### config.mk
export PLATFORM = sky130hd
export DESIGN_NAME = ss_scan_ctrl
export DESIGN_NICKNAME = d
export VERILOG_FILES = /design/src/rtl/ss_scan_ctrl.sv
export SDC_FILE = /design/constraint.sdc
export NUM_CORES = 1
export LEC_CHECK = 0
export BUFFER_PORTS_ARGS = -buffer_cell sky130_fd_sc_hd__buf_4
export CAP_MARGIN = 5
export CORE_MARGIN = 1
export CORE_UTILIZATION = 30
export DETAILED_ROUTE_END_ITERATION = 16
export GPL_TIMING_DRIVEN = 0
export HOLD_SLACK_MARGIN = 0.1
export PLACE_DENSITY = 0.55
export SYNTH_ARGS = -nofsm -noshare
export SYNTH_HDL_FRONTEND = slang
export SYNTH_SLANG_ARGS = --single-unit
### constraint.sdc
create_clock -name clk -period 3.1 [get_ports clk]
set_clock_uncertainty 0.15 [all_clocks]
set_input_delay 0.465 -clock clk [delete_from_list [all_inputs] [get_ports clk]]
set_output_delay 0.465 -clock clk [all_outputs]
set_load 0.01 [all_outputs]
### src/rtl/ss_scan_ctrl.sv
`default_nettype none
// ============================================================================
//  Module   : ss_scan_ctrl
//  Purpose  : Time-multiplexed seven-segment scan controller. Holds a frame
//             of hex digits, strobes one active-low anode at a time with an
//             all-off guard interval before every slot, and presents the
//             selected nibble on o_dout for the downstream decoder.
//             Loads are double-buffered and committed only at frame
//             boundaries or while idle.
//  Options  : SS_LEADING_ZERO_BLANK_EN - blank leading zero digits.
//  Revision : 1.0 - initial release
// ============================================================================
module ss_scan_ctrl #(
  parameter int NUM_DIGITS = 4,
  parameter int ON_CYC     = 100000,
  parameter int GUARD_CYC  = 2
) (
  input  logic                    clk,
  input  logic                    rst_n,
  input  logic                    i_en,
  input  logic                    i_load,
  input  logic [4*NUM_DIGITS-1:0] i_din,
  input  logic [NUM_DIGITS-1:0]   i_blank_mask,
  output logic [3:0]              o_dout,
  output logic [NUM_DIGITS-1:0]   o_an,
  output logic                    o_load_ack,
  output logic                    o_frame_done
);

  localparam int C_CMAX = (ON_CYC > GUARD_CYC) ? ON_CYC : GUARD_CYC;
  localparam int C_CW   = $clog2(C_CMAX + 1);
  localparam int C_IW   = (NUM_DIGITS > 1) ? $clog2(NUM_DIGITS) : 1;
  localparam logic [C_CW-1:0] C_GUARD_END = C_CW'(GUARD_CYC);
  localparam logic [C_CW-1:0] C_ON_END    = C_CW'(ON_CYC - 1);
  localparam logic [C_IW-1:0] C_LAST      = C_IW'(NUM_DIGITS - 1);

  typedef enum logic [1:0] {
    S_IDLE  = 2'd0,
    S_GUARD = 2'd1,
    S_ON    = 2'd2
  } state_t;

  state_t                  r_state, w_state_nxt;
  logic [C_CW-1:0]         r_cnt, w_cnt_nxt;
  logic [C_IW-1:0]         r_idx, w_idx_nxt;
  logic                    w_frame_end;

  logic [4*NUM_DIGITS-1:0] r_sh_din, r_act_din, w_act_din_nxt;
  logic [NUM_DIGITS-1:0]   r_sh_mask, r_act_mask, w_act_mask_nxt;
  logic                    r_pending, w_pending_nxt;
  logic                    w_commit, w_ack_nxt;

  logic [NUM_DIGITS-1:0]   w_blank;
  logic [NUM_DIGITS-1:0]   w_an_nxt;
  logic [3:0]              w_dout_nxt;
  logic                    w_fd_nxt;

  logic [NUM_DIGITS-1:0]   r_an;
  logic [3:0]              r_dout;
  logic                    r_load_ack;
  logic                    r_frame_done;

  // Scan sequencer state register: state, slot counter and digit index.
  always_ff @(posedge clk) begin
    if (!rst_n) begin
      r_state <= S_IDLE;
      r_cnt   <= '0;
      r_idx   <= '0;
    end else begin
      r_state <= w_state_nxt;
      r_cnt   <= w_cnt_nxt;
      r_idx   <= w_idx_nxt;
    end
  end

  // Next-state logic. The guard after leaving IDLE starts its count at 0
  // while later guards start at 1, so the first anode goes low GUARD_CYC+1
  // cycles after enable while steady-state guards stay GUARD_CYC long.
  always_comb begin
    w_state_nxt = r_state;
    w_cnt_nxt   = r_cnt;
    w_idx_nxt   = r_idx;
    w_frame_end = 1'b0;
    if (!i_en) begin
      w_state_nxt = S_IDLE;
      w_cnt_nxt   = '0;
      w_idx_nxt   = '0;
    end else begin
      case (r_state)
        S_IDLE: begin
          w_state_nxt = S_GUARD;
          w_cnt_nxt   = '0;
          w_idx_nxt   = '0;
        end
        S_GUARD: begin
          if (r_cnt == C_GUARD_END) begin
            w_state_nxt = S_ON;
            w_cnt_nxt   = '0;
          end else begin
            w_cnt_nxt = r_cnt + 1'b1;
          end
        end
        S_ON: begin
          if (r_cnt == C_ON_END) begin
            w_state_nxt = S_GUARD;
            w_cnt_nxt   = C_CW'(1);
            if (r_idx == C_LAST) begin
              w_idx_nxt   = '0;
              w_frame_end = 1'b1;
            end else begin
              w_idx_nxt = r_idx + 1'b1;
            end
          end else begin
            w_cnt_nxt = r_cnt + 1'b1;
          end
        end
        default: begin
          w_state_nxt = S_IDLE;
          w_cnt_nxt   = '0;
          w_idx_nxt   = '0;
        end
      endcase
    end
  end

  // Double-buffer commit: a load arriving on a commit edge bypasses the shadow.
  always_comb begin
    w_commit       = w_frame_end || (r_state == S_IDLE);
    w_act_din_nxt  = r_act_din;
    w_act_mask_nxt = r_act_mask;
    w_pending_nxt  = r_pending;
    w_ack_nxt      = 1'b0;
    if (w_commit) begin
      if (i_load) begin
        w_act_din_nxt  = i_din;
        w_act_mask_nxt = i_blank_mask;
        w_ack_nxt      = 1'b1;
      end else if (r_pending) begin
        w_act_din_nxt  = r_sh_din;
        w_act_mask_nxt = r_sh_mask;
        w_ack_nxt      = 1'b1;
      end
      w_pending_nxt = 1'b0;
    end else if (i_load) begin
      w_pending_nxt = 1'b1;
    end
  end

`ifdef SS_LEADING_ZERO_BLANK_EN
  logic w_zero_run;

  // Per-digit blanking: mask bit, or a zero digit with only zeros above it.
  always_comb begin
    w_blank    = w_act_mask_nxt;
    w_zero_run = 1'b1;
    for (int i = NUM_DIGITS - 1; i >= 0; i--) begin
      w_zero_run = w_zero_run && (w_act_din_nxt[4*i +: 4] == 4'h0);
      if ((i > 0) && w_zero_run) begin
        w_blank[i] = 1'b1;
      end
    end
  end
`else
  // Per-digit blanking comes from the mask only.
  always_comb begin
    w_blank = w_act_mask_nxt;
  end
`endif

  // Output values computed from the post-edge state so they change with it.
  always_comb begin
    w_an_nxt = '1;
    if ((w_state_nxt == S_ON) && !w_blank[w_idx_nxt]) begin
      w_an_nxt[w_idx_nxt] = 1'b0;
    end
    w_dout_nxt = w_act_din_nxt[{w_idx_nxt, 2'b00} +: 4];
    w_fd_nxt   = (w_state_nxt == S_ON) && (w_cnt_nxt == C_ON_END) &&
                 (w_idx_nxt == C_LAST);
  end

  // Data registers and registered outputs.
  always_ff @(posedge clk) begin
    if (!rst_n) begin
      r_sh_din     <= '0;
      r_sh_mask    <= '0;
      r_act_din    <= '0;
      r_act_mask   <= '0;
      r_pending    <= 1'b0;
      r_an         <= '1;
      r_dout       <= 4'h0;
      r_load_ack   <= 1'b0;
      r_frame_done <= 1'b0;
    end else begin
      if (i_load) begin
        r_sh_din  <= i_din;
        r_sh_mask <= i_blank_mask;
      end
      r_act_din    <= w_act_din_nxt;
      r_act_mask   <= w_act_mask_nxt;
      r_pending    <= w_pending_nxt;
      r_an         <= w_an_nxt;
      r_dout       <= w_dout_nxt;
      r_load_ack   <= w_ack_nxt;
      r_frame_done <= w_fd_nxt;
    end
  end

  assign o_an         = r_an;
  assign o_dout       = r_dout;
  assign o_load_ack   = r_load_ack;
  assign o_frame_done = r_frame_done;

endmodule
`default_nettype wire

## After elaboration in Yosys (flattened, before gate mapping)

Index checks and enable logic that the tools add are counted.

- Add/sub/neg operators: 2
- Order comparisons: 2
- Eq/ne operators: 8
- Shift operators: 1
- Muxes and demuxes: 28
- Bitwise gates (word level): 2
- Reduce and logical (&&, ||, !) cells: 10

Operators by type and width:

| cell | count |
|---|---|
| two-way mux 17 bit | 3 |
| two-way mux 16 bit | 3 |
| == test 17 bit (second input constant) | 2 |
| case mux 17 bit (2 select lines) | 1 |
| adder 17 x 1 -> 17 bit (second input constant) | 1 |
| == test 17 x 2 -> 1 bit (second input constant) | 1 |
| variable part select 16 x 5 -> 4 bit | 1 |
| two-way mux 2 bit | 6 |
| two-way mux 4 bit | 3 |
| == test 2 bit (second input constant) | 4 |
| two-way mux 1 bit | 8 |
| case mux 2 bit (3 select lines) | 1 |
| logical AND 1 bit | 4 |
| inverter 4 bit | 1 |
| case mux 2 bit (2 select lines) | 1 |
| AND reduction 2 bit | 2 |
| less-than comparator 2 x 3 -> 1 bit (second input constant) | 1 |
| adder 2 x 1 -> 2 bit (second input constant) | 1 |
| binary-select mux 1 bit (select 2 bit) | 1 |
| demux 1 bit (select 2 bit) | 1 |
| == test 2 x 1 -> 1 bit (second input constant) | 1 |
| >= comparator 2 x 1 -> 1 bit (second input constant) | 1 |
| logical NOT 2 bit | 1 |
| OR reduction 2 bit | 1 |
| 3 further kinds | 3 |

- Register bits after elaboration: 72
- Input port bits: 24
- Output and inout port bits: 10
- Word-level logic and storage cells: 65

## Depth between registers and ports, before layout

Gate-level depths: netlist of the first run.

- Depth after elaboration: 12
- Mapped depth: 9
- Depth with buffers taken out: 8

## Worst setup path before layout of the first run

No wires, ideal clock.

- Path type: reg-to-reg
- Start: register r_cnt[0]
- End: register r_an[1], in the netlist o_an[1]
- Arrival: 2392 ps
- Data required time: 2816 ps
- Path slack: 424 ps
- Stages on the path, launching flop included: 10
- Clock period less this slack: 2676 ps
- Cell sequence: dfxtp_1 -> ha_1 -> and4_1 -> buf_2 -> and4b_1 -> buf_4 -> a31oi_1 -> a21oi_1 -> nand3_1 -> or4b_1

- Longest elaborated chain between the ends: 11

RTL lines:

| what | RTL line | RTL |
|---|---|---|
| start, declared | 44 | `logic [C_CW-1:0] r_cnt, w_cnt_nxt;` |
| start signal, assigned | 71 | `r_cnt <= w_cnt_nxt;` |
| branches (longest 11 deep; another with less-than comparator 2 x 3 -> 1 bit) | - |  |
| end signal, assigned | 201 | `r_an <= w_an_nxt;` |
| end, declared | 58 | `logic [NUM_DIGITS-1:0] r_an;` |

Parallel ways; which one is timed is not known. The select of a mux whose other input is x is not followed.
A chain may end at the register's enable or synchronous reset.

## Final worst setup path of the first run

- Start: register r_cnt[5]
- End: register r_dout[1], in the netlist o_dout[1]

- Longest elaborated chain between the ends: 7

RTL lines:

| what | RTL line | RTL |
|---|---|---|
| == test 17 bit (*) | 104 | `if (r_cnt == C_ON_END) begin` |
| two-way mux 1 bit | 104 |  |
| two-way mux 1 bit | 89 | `case (r_state)` |
| two-way mux 1 bit | 84 | `if (!i_en) begin` |
| logical OR 1 bit | 128 | `w_commit = w_frame_end \|\| (r_state == S_IDLE);` |
| two-way mux 16 bit | 133 | `if (w_commit) begin` |
| variable part select 16 x 5 -> 4 bit (*) | 176 | `w_dout_nxt = w_act_din_nxt[{w_idx_nxt, 2'b00} +: 4];` |
| end signal, assigned | 202 | `r_dout <= w_dout_nxt;` |
| end, declared | 59 | `logic [3:0] r_dout;` |

Every way passes the cells marked *; elsewhere a longest branch is shown, timed or not.

==> results.toml, run 1 <==
[power_and_ir_drop]
p_clk_share_pct = 50.6
netSwitchingFraction_pct = 21.3
p_comb_share_pct = 7.9
ir_drop_uv = 270
p_sw_mw = 0.500
powerDensity_nw_per_um2 = 532
seq_power_share_pct = 41.5
intPower_mw = 1.85
power.leakage_nw = 1.67

[clocking]
cts_root_buf = "clkbuf_16"
clkSinkCount = 72
cts_tree = "done"
clk_pin_slew_ns = 0.06
cts_max_level = 3
hold_buffers = 0
cts.path.max_buffers = 2
cts_made_buffers = 9
worstSkewPairLatency_ns = 0.34

[worst_setup_path]
worstSetupEndpointType = "flop"
critical_path.max_stage_delay_ns = 0.61
worstPathRequired_ns = 3.21
crit_path_start_kind = "flop"
path_max_fanout = 10
crit_chain = "buf_2, or2_0, clkbuf_1, or4_4, o21ai_4, buf_4, mux2_2, mux2i_1, o2bb2ai_1"
cpLargestDelayFamily = "simple AND/OR/NAND/NOR gates"
worstPathArrival_ns = 3.02
critPathBufInv = 3
slowest_stage = "or4_4"
critPathKind = "reg -> reg"

[sta]
rsz0062_at_grt = "false"
fmax_mhz = 344
period_share_pct = 93.9
setup_viol = 0
slew_violations = 0
final.setup.tns_ns = 0
fin_ws_ns = 0.190
slew_headroom_pct = 49.4
period_needed_ns = 2.91
hold_viol_final = 0
worstMarginPinSlew_ns = 0.749

[finish]
fin_area_um2 = 4420
drive_gt1_share_pct = 19.6
area_growth_pct = 23.7
final_common_cell = "dfxtp_1"
fin_cells = 596
fin_nets = 480
final_util_pct = 38.4
n_antenna_cell = 0
final_cell_mix = "71 x dfxtp_1, 63 x nor2_1, 40 x buf_4"

[global_route]
grt_antenna_before_repair = 0
first_global_vias = 2941
grt_usage_pct = 15.3
grt_overflow = 0
grt_use_met3_pct = 3.28
busiest_layer = "met2"
groute.layer.met1.usage_pct = 18.6
grt_use_met2_pct = 24.5
grt_max_degree = 13
grt_pass1_wl_um = 14600

[placement]
dp.cells = 576
hpwl_um = 6510
port_buffers = 33
placed_area_um2 = 4000
routabilityCongestion = 0.851
place_worst_setup_slack_ns = -0.159

[hold_path]
holdCritPathClass = "in -> reg"

[logic_synthesis]
synth-edff-count = 0
syn_area_per_cell_um2 = 8.93
async_reset_ff_share_pct = 0
synthCells = 400
ys_ff_latch = 72
ys_warn_count = 0
synthesis.area_um2 = 3570
seq_area_frac_synth_pct = 40.4
synth_ff_type = "dfxtp_1"
syn-num-nets = 431
ys_types = 62

[floorplan]
rows = 39
die_area_um2 = 12300
die_h_um = 111
coreArea_um2 = 11500
start_util_pct = 31.0
ios = 34
die_x_um = 111

[run_status]
status = "finished, final reports clean"

[routing]
vias = 3034
drtIter0Drc = 133
dr.pass1.iters = 4
remaining_drc_errors = 0
via_per_inst = 5.09
wl_per_cell_um = 14.8
antenna_left = 0
totalWireLength_um = 8800

[flow_run]
maxCapViolCount = 0
-- path summary, 6_finish.rpt --
path              cells past startpoint  slack [ns]      endpoint       startpoint
hold reg to reg                       2        0.33  r_sh_mask[0]     r_sh_mask[0]
hold / removal                        3        0.22  r_sh_mask[3]  i_blank_mask[3]
setup reg to reg                      9        0.19     o_dout[1]         r_cnt[5]
setup / recovery                      9        0.19     o_dout[1]         r_cnt[5]
-- per-layer routing --
metal / part of all wire (%) / up-vias
li1: - / 1530
met1: 46 / 1418
met2: 47 / 68
met3: 3.9 / 18
met4: 3.6 / 0
met5: 0 / -
-- sequential cells by signal, indices dropped and copies added (netlist names), 2 cells and up --
register    flops
r_act_mask      4
o_an            4
r_state         2
r_sh_din       16
r_act_din      16
o_dout          4
r_cnt          17
r_idx           2
r_sh_mask       4
-- cell usage after synthesis, types with 7 or more instances --
master / instances / area share [%]
clkbuf_1: 10 / 1.1
ha_1: 7 / 2.5
dfxtp_1: 72 / 40
nor2_1: 63 / 6.6
mux2i_1: 26 / 7.3
nand2_1: 14 / 1.5
nand3_1: 13 / 1.8
nand4_1: 10 / 1.8
nand2b_1: 8 / 1.4
xnor2_1: 10 / 2.5
o21ai_0: 8 / 1.1
inv_1: 18 / 1.9
mux2_2: 10 / 3.2
and2_1: 9 / 1.6
nor3_1: 7 / 0.98
a211oi_1: 11 / 2.3
a21oi_1: 9 / 1.3
-- power by group through the flow --
stage	combinational [mW]	clock, mW	sequential (mW)
after floorplan	0.120	0	0.994
after global placement	0.183	0	0.994
after detailed placement	0.187	0	0.995
after CTS	0.189	1.22	0.975
after global routing	0.210	1.26	0.978
final	0.186	1.19	0.975
-- repair_timing --
| action | CTS | global route |
|---|---|---|
| buffers inserted | 3 | 2 |
| setup endpoints to repair | 6 | 2 |
| resized for setup | 4 | 4 |
| endpoints found under the hold margin | 0 | 0 |
-- area by class of cell --
cell class / instances / area (um^2)
clock buffer: 10 / 239
inverter: 19 / 71.3
sequential: 72 / 1440
tap: 143 / 179
multi-input combinational: 287 / 1980
timing repair buffer: 38 / 285
fill: 1200 / 7100
clock inverter: 5 / 105
buffer: 22 / 113
-- cell families after synthesis --
| family | share of synthesized area (%) |
|---|---|
| buffers and inverters | 5.15 |
| DFF | 40.4 |
| AOI/OAI and AO/OA | 14.1 |
| and+or+nand+nor | 23.5 |
| adders and majority gates | 2.45 |
| muxes | 10.4 |
| xor gates and xnor gates | 3.92 |
-- worst min-delay path, cell delays in order --
cell and delay [ns]:
buf_4 0.08, mux2i_1 0.05, nor2_1 0.07
-- per-stage QoR --
stage / hold WS [ns] / total power, mW
floorplan: 0.296 / 1.11
global placement: 0.309 / 1.18
detailed placement: 0.322 / 1.18
CTS: 0.210 / 2.38
global route: 0.248 / 2.45
finish: 0.220 / 2.35
(Power assumes the default switching activity.)
==> inputs of run 2 (changes only) <==
ABC_AREA = 1   (was unset)
==> run 2 against run 1 <==
Net effect: global-route usage increased by 0.23 points; sequential power is 0.5% higher; wire length up 5.5%; cell count increased by 31%; synthesized cell count is 41% higher; critical path depth up 4; count of clock-buffer cells in the layout rose by 2; clock power decreased by 13%; combinational power grew 17%; worst hold slack improved by 0.025 ns; largest cell class unchanged.
==> results.toml, run 2 <==
[routing]
wl_met3_um = 327
wl_met1_um = 4340
wl_per_cell_um = 11.9
dr.pass1.iters = 4
remaining_drc_errors = 0
vias = 3471
via_per_inst = 4.45
antenna_left = 0
wl_met2_um = 4480
totalWireLength_um = 9290
highest_layer = "met4"
drtIter0Drc = 156

[run_status]
status = "finished, final reports clean"

[global_route]
grt_overflow = 0
grt_usage_pct = 15.5
grt_max_degree = 12
grt_antenna_before_repair = 0
grt_pass1_wl_um = 15600
first_global_vias = 3314

[finish]
top_register = "r_cnt"
final_common_cell = "nand2_1"
fin_nets = 639
largest_reg_flops = 17
final_cell_mix = "146 x nand2_1, 91 x nor2_1, 75 x inv_1"
multiInputGateArea_um2 = 1870
fin_area_um2 = 4480
final_util_pct = 37.0
area_growth_pct = 19.7
area.sequential_um2 = 1440
n_antenna_cell = 0
fin_cells = 780
drive_gt1_share_pct = 13.1
fillCellCount = 1357
largestRegisters = "r_cnt x17, r_act_din x16, r_sh_din x16"

[sta]
fin_ws_ns = 0.634
setup_viol = 0
slew_violations = 0
rsz0062_at_grt = "false"
period_needed_ns = 2.47
worstMarginPinSlew_ns = 0.657
slew_headroom_pct = 56.2
fmax_mhz = 406
hold_slack_ns = 0.244
hold_viol_final = 0
final.setup.tns_ns = 0
period_share_pct = 79.5

[logic_synthesis]
ys_types = 31
yosysMostFrequentCell = "nand2_1"
syn_area_per_cell_um2 = 6.63
syn-num-nets = 596
synthTopCellsByArea = "dfxtp_1 38%, nand2_1 15%, nor2_1 9.1%"
synth_ff_type = "dfxtp_1"
synth.largest_area_cell = "dfxtp_1"
ys_warn_count = 0
synthCells = 565
synth_common_cells = "146 x nand2_1, 91 x nor2_1, 75 x inv_1, 72 x dfxtp_1, 41 x o21ai_0"
synthesis.area_um2 = 3740
async_reset_ff_share_pct = 0
synth_top_area_share_pct = 38.5
ys_ff_latch = 72
seq_area_frac_synth_pct = 38.5
synth-edff-count = 0

[worst_setup_path]
worstPathRequired_ns = 3.20
critPathKind = "reg -> reg"
crit_chain = "ha_1, nand3_1, inv_2, nand3_4, nand2_1, nand2_1, nand2_1, nand2_2, o21ai_1, nand2_1, nand2_1, nor2_1, nor2_1"
worstPathArrival_ns = 2.57
slowest_stage = "dfxtp_1"
cpMostUsedCell = "nand2_1"
crit_path_start_kind = "flop"
cpLargestDelayFamily = "simple AND/OR/NAND/NOR gates"
critPathBufInv = 1
worstSetupEndpointType = "flop"
critical_path.max_stage_delay_ns = 0.42
path_max_fanout = 7

[hold_path]
holdCritPathClass = "in -> reg"

[placement]
port_buffers = 32
place_worst_setup_slack_ns = 0.684
dp.cells = 765
placed_area_um2 = 4200
hpwl_um = 7000
routabilityCongestion = 0.803

[floorplan]
coreArea_um2 = 12100
die_h_um = 114
die_x_um = 114
die_area_um2 = 12900
start_util_pct = 30.9
rows = 40
ios = 34

[clocking]
cts_made_buffers = 9
clkSinkCount = 72
hold_buffers = 0
clk_pin_slew_ns = 0.06
worstSkewPairLatency_ns = 0.33
cts_max_level = 3
cts_root_buf = "clkbuf_16"
cts_tree = "done"
postCtsSetupBuffers = 0
cts.repair.resized = 0
cts.path.max_buffers = 2

[power_and_ir_drop]
p_total_mw = 2.22
powerDensity_nw_per_um2 = 496
power.leakage_nw = 1.91
ir_drop_uv = 268

[flow_run]
maxCapViolCount = 0
[run 2: cell types whose count changed after synthesis, moves of 6 or more]
| cell | previous run | this run |
|---|---|---|
| inv_1 | 18 | 75 |
| o21ai_2 | 1 | 8 |
| a211oi_1 | 11 | 17 |
| nand2b_1 | 8 | 0 |
| nor2_1 | 63 | 91 |
| o21ai_0 | 8 | 41 |
| inv_2 | 0 | 7 |
| mux2_2 | 10 | 0 |
| mux2i_1 | 26 | 3 |
| nand3_1 | 13 | 20 |
| and2_1 | 9 | 0 |
| nand2_1 | 14 | 146 |
| clkbuf_1 | 10 | 16 |
| xnor2_1 | 10 | 2 |
[run 2: worst paths after layout]
check                 end  slack, ns  cells past startpoint             from
max             o_dout[0]       0.63                     13         r_cnt[0]
min          r_sh_mask[3]       0.24                      3  i_blank_mask[3]
max reg2reg     o_dout[0]       0.63                     13         r_cnt[0]
min reg2reg  r_sh_mask[0]       0.32                      2     r_sh_mask[0]
[run 2: area by class of cell]
| class | count | share of cell area (%) |
|---|---|---|
| Clock buffer | 12 | 5.50 |
| Tap cell | 168 | 4.69 |
| Inverter | 84 | 7.03 |
| Multi-Input combinational cell | 386 | 41.8 |
| Clock inverter | 3 | 0.949 |
| Timing Repair Buffer | 32 | 5.36 |
| Buffer | 23 | 2.54 |
| Sequential cell | 72 | 32.1 |
[run 2: metal layers]
metal / global-route usage [%] / vias up
met2: 27.5 / 62
met5: 0 / -
met4: 5.35 / 0
met3: 3.19 / 13
li1: - / 1837
met1: 18.6 / 1559
[run 2: tightest hold or removal path, stage by stage]
cell      delay, ns
buf_4          0.12
inv_1          0.04
a211oi_1       0.05
[run 2: logic make-up after synthesis]
kind of cell    synth area share, %
compound gates                 12.9
flops                          38.5
mux                           0.802
simple gates                   31.7
buf+inv                        11.5
fa+ha+maj                      2.34
xor+xnor                       2.34
[run 2: power by group]
group / internal [mW] / leakage (nW) / switching [mW] / total [mW]
Combinational: 0.0823 / 1.19 / 0.136 / 0.218
Clock: 0.639 / 0.139 / 0.387 / 1.03
Sequential: 0.964 / 0.590 / 0.0156 / 0.980
==> inputs of run 3 (changes only) <==
PLACE_DENSITY = 0.57   (was 0.55)
clock period = 2.1 ns   (was 3.1 ns; I/O delays follow)
==> run 3 against run 2 <==
Net effect: the flow now finishes with violations (negative setup slack); fmax up 16%; sequential power is 47% higher; total power rose by 59%; design area increased by 11%; core utilization is 4.0 points higher; die area is the same; first-iteration DRC count increased by 12%; sequential share of layout area down 2.6 points; largest cell class unchanged; highest routed layer unchanged.
==> results.toml, run 3 (synthesis gave the netlist of run 2 again) <==
[sta]
worstMarginPinSlew_ns = 0.617
period_share_pct = 101
final.setup.tns_ns = -0.0204
period_needed_ns = 2.12
hold_viol_final = 0
setup_viol = 1
fmax_mhz = 472
rsz0062_at_grt = "true"
slew_violations = 0
fin_ws_ns = -0.0204
slew_headroom_pct = 58.9

[global_route]
grt_overflow = 0
first_global_vias = 3496
grt_usage_pct = 16.3
grt_pass1_wl_um = 16400
grt_max_degree = 13
grt_antenna_before_repair = 0

[routing]
antenna_left = 0
remaining_drc_errors = 0
vias = 3604
totalWireLength_um = 9790
drtIter0Drc = 174
wl_per_cell_um = 12.1
via_per_inst = 4.47
dr.pass1.iters = 4

[finish]
fillCellCount = 1317
largestRegisters = "r_cnt x17, r_act_din x16, r_sh_din x16"
area_growth_pct = 32.6
n_antenna_cell = 0
fin_nets = 664
largest_reg_flops = 17
fin_cells = 806
drive_gt1_share_pct = 23.7
top_register = "r_cnt"
final_common_cell = "nand2_1"
final_cell_mix = "135 x nand2_1, 79 x nor2_1, 72 x inv_1"

[floorplan]
start_util_pct = 30.9
ios = 34
die_area_um2 = 12900
die_x_um = 114
coreArea_um2 = 12100
die_h_um = 114
rows = 40

[worst_setup_path]
cpMostUsedCell = "nand2_1"
crit_chain = "inv_1, ha_1, inv_2, nor2_4, nand2_2, nand2_2, buf_8, buf_4, buf_16, nand2_1, o21ai_2, nand2_1, nand2_1, nor2_1, nor2_1"
r2r_start = "r_state[0]"
worstPathArrival_ns = 2.18
crit_path_start_kind = "flop"
reg2regPathDepth = 15
worstPathRequired_ns = 2.16
critPathKind = "reg -> reg"
critical_path.max_stage_delay_ns = 0.38
slowest_stage = "dfxtp_4"
path_max_fanout = 6
rr_endpoint = "o_dout[2]"
worstSetupEndpointType = "flop"
rrSetupSlack_ns = -0.02

[clocking]
cts.path.max_buffers = 2
cts_max_level = 3
worstSkewPairLatency_ns = 0.34
cts_tree = "done"
clkSinkCount = 72
cts_root_buf = "clkbuf_16"
cts_made_buffers = 9
clk_pin_slew_ns = 0.06

[placement]
hpwl_um = 6990
routabilityCongestion = 0.854
dp.cells = 765
port_buffers = 32
place_worst_setup_slack_ns = -0.268

[hold_path]
hold_end = "r_sh_din[12]"
hp-start = "i_din[12]"
hold_depth = 3
holdCritPathClass = "in -> reg"

[power_and_ir_drop]
powerDensity_nw_per_um2 = 712
ir_drop_uv = 336
power.leakage_nw = 2.14

[flow_run]
maxCapViolCount = 0

[run_status]
status = "finished, violations left"
violations = "negative setup slack"
-- run 3: how the worst max path moves through the flow --
stage	start	end	slack, ns	depth (start not counted)
after floorplan	r_cnt[0]	o_an[1]	0.12	15
after global placement	r_cnt[0]	o_dout[1]	-0.25	14
after detailed placement	r_cnt[0]	o_dout[2]	-0.27	14
after CTS	r_cnt[8]	o_dout[0]	-0.04	16
after global routing	r_cnt[9]	o_dout[0]	-0.15	15
final	r_state[0]	o_dout[2]	-0.02	15
-- run 3: report_power, final --
group	internal [mW]	switching, mW
Combinational	0.151	0.210
Clock	1.16	0.575
Sequential	1.42	0.0255
-- run 3: what timing repair did --
item	CTS	global route
pin swaps	13	14
setup endpoints to repair	32	25
buffers inserted	14	2
gates cloned	1	0
hold endpoints to repair	9	0
resized for setup	35	43
hold buffers	9	0
-- run 3: per-stage QoR --
stage	total power, mW	hold WS [ns]	utilization [%]	cell area, um^2
global placement	1.79	0.299	34.6	4200
CTS	3.58	0.104	40.0	4840
finish	3.54	0.113	41.0	4970
floorplan	1.68	0.291	-	3740
detailed placement	1.80	0.303	34.6	4200
global route	3.70	0.115	41.0	4970
-- run 3: layout make-up --
cell class,count,area [um^2],share of cell area [%]
Inverter,84,315,6.35
Buffer,22,133,2.67
Timing Repair Buffer,58,482,9.70
Clock buffer,10,229,4.61
Tap cell,168,210,4.23
Sequential cell,72,1470,29.5
Multi-Input combinational cell,386,2020,40.8
Clock inverter,6,108,2.17
-- run 3: layer usage --
layer | vias to the layer above | global-route usage [%] | wire, um
li1 | 1893 | - | -
met1 | 1629 | 19.2 | 4440
met2 | 60 | 28.1 | 4820
met3 | 22 | 4.46 | 313
met4 | 0 | 6.23 | 217
met5 | - | 0 | 0
-- run 3: critical path, delay by kind of cell (launching register included) --
family / cells / cell delay, ns
flops: 1 / 0.38
compound gates: 1 / 0.06
fa+ha+maj: 1 / 0.25
simple gates: 8 / 0.57
buf+inv: 5 / 0.59
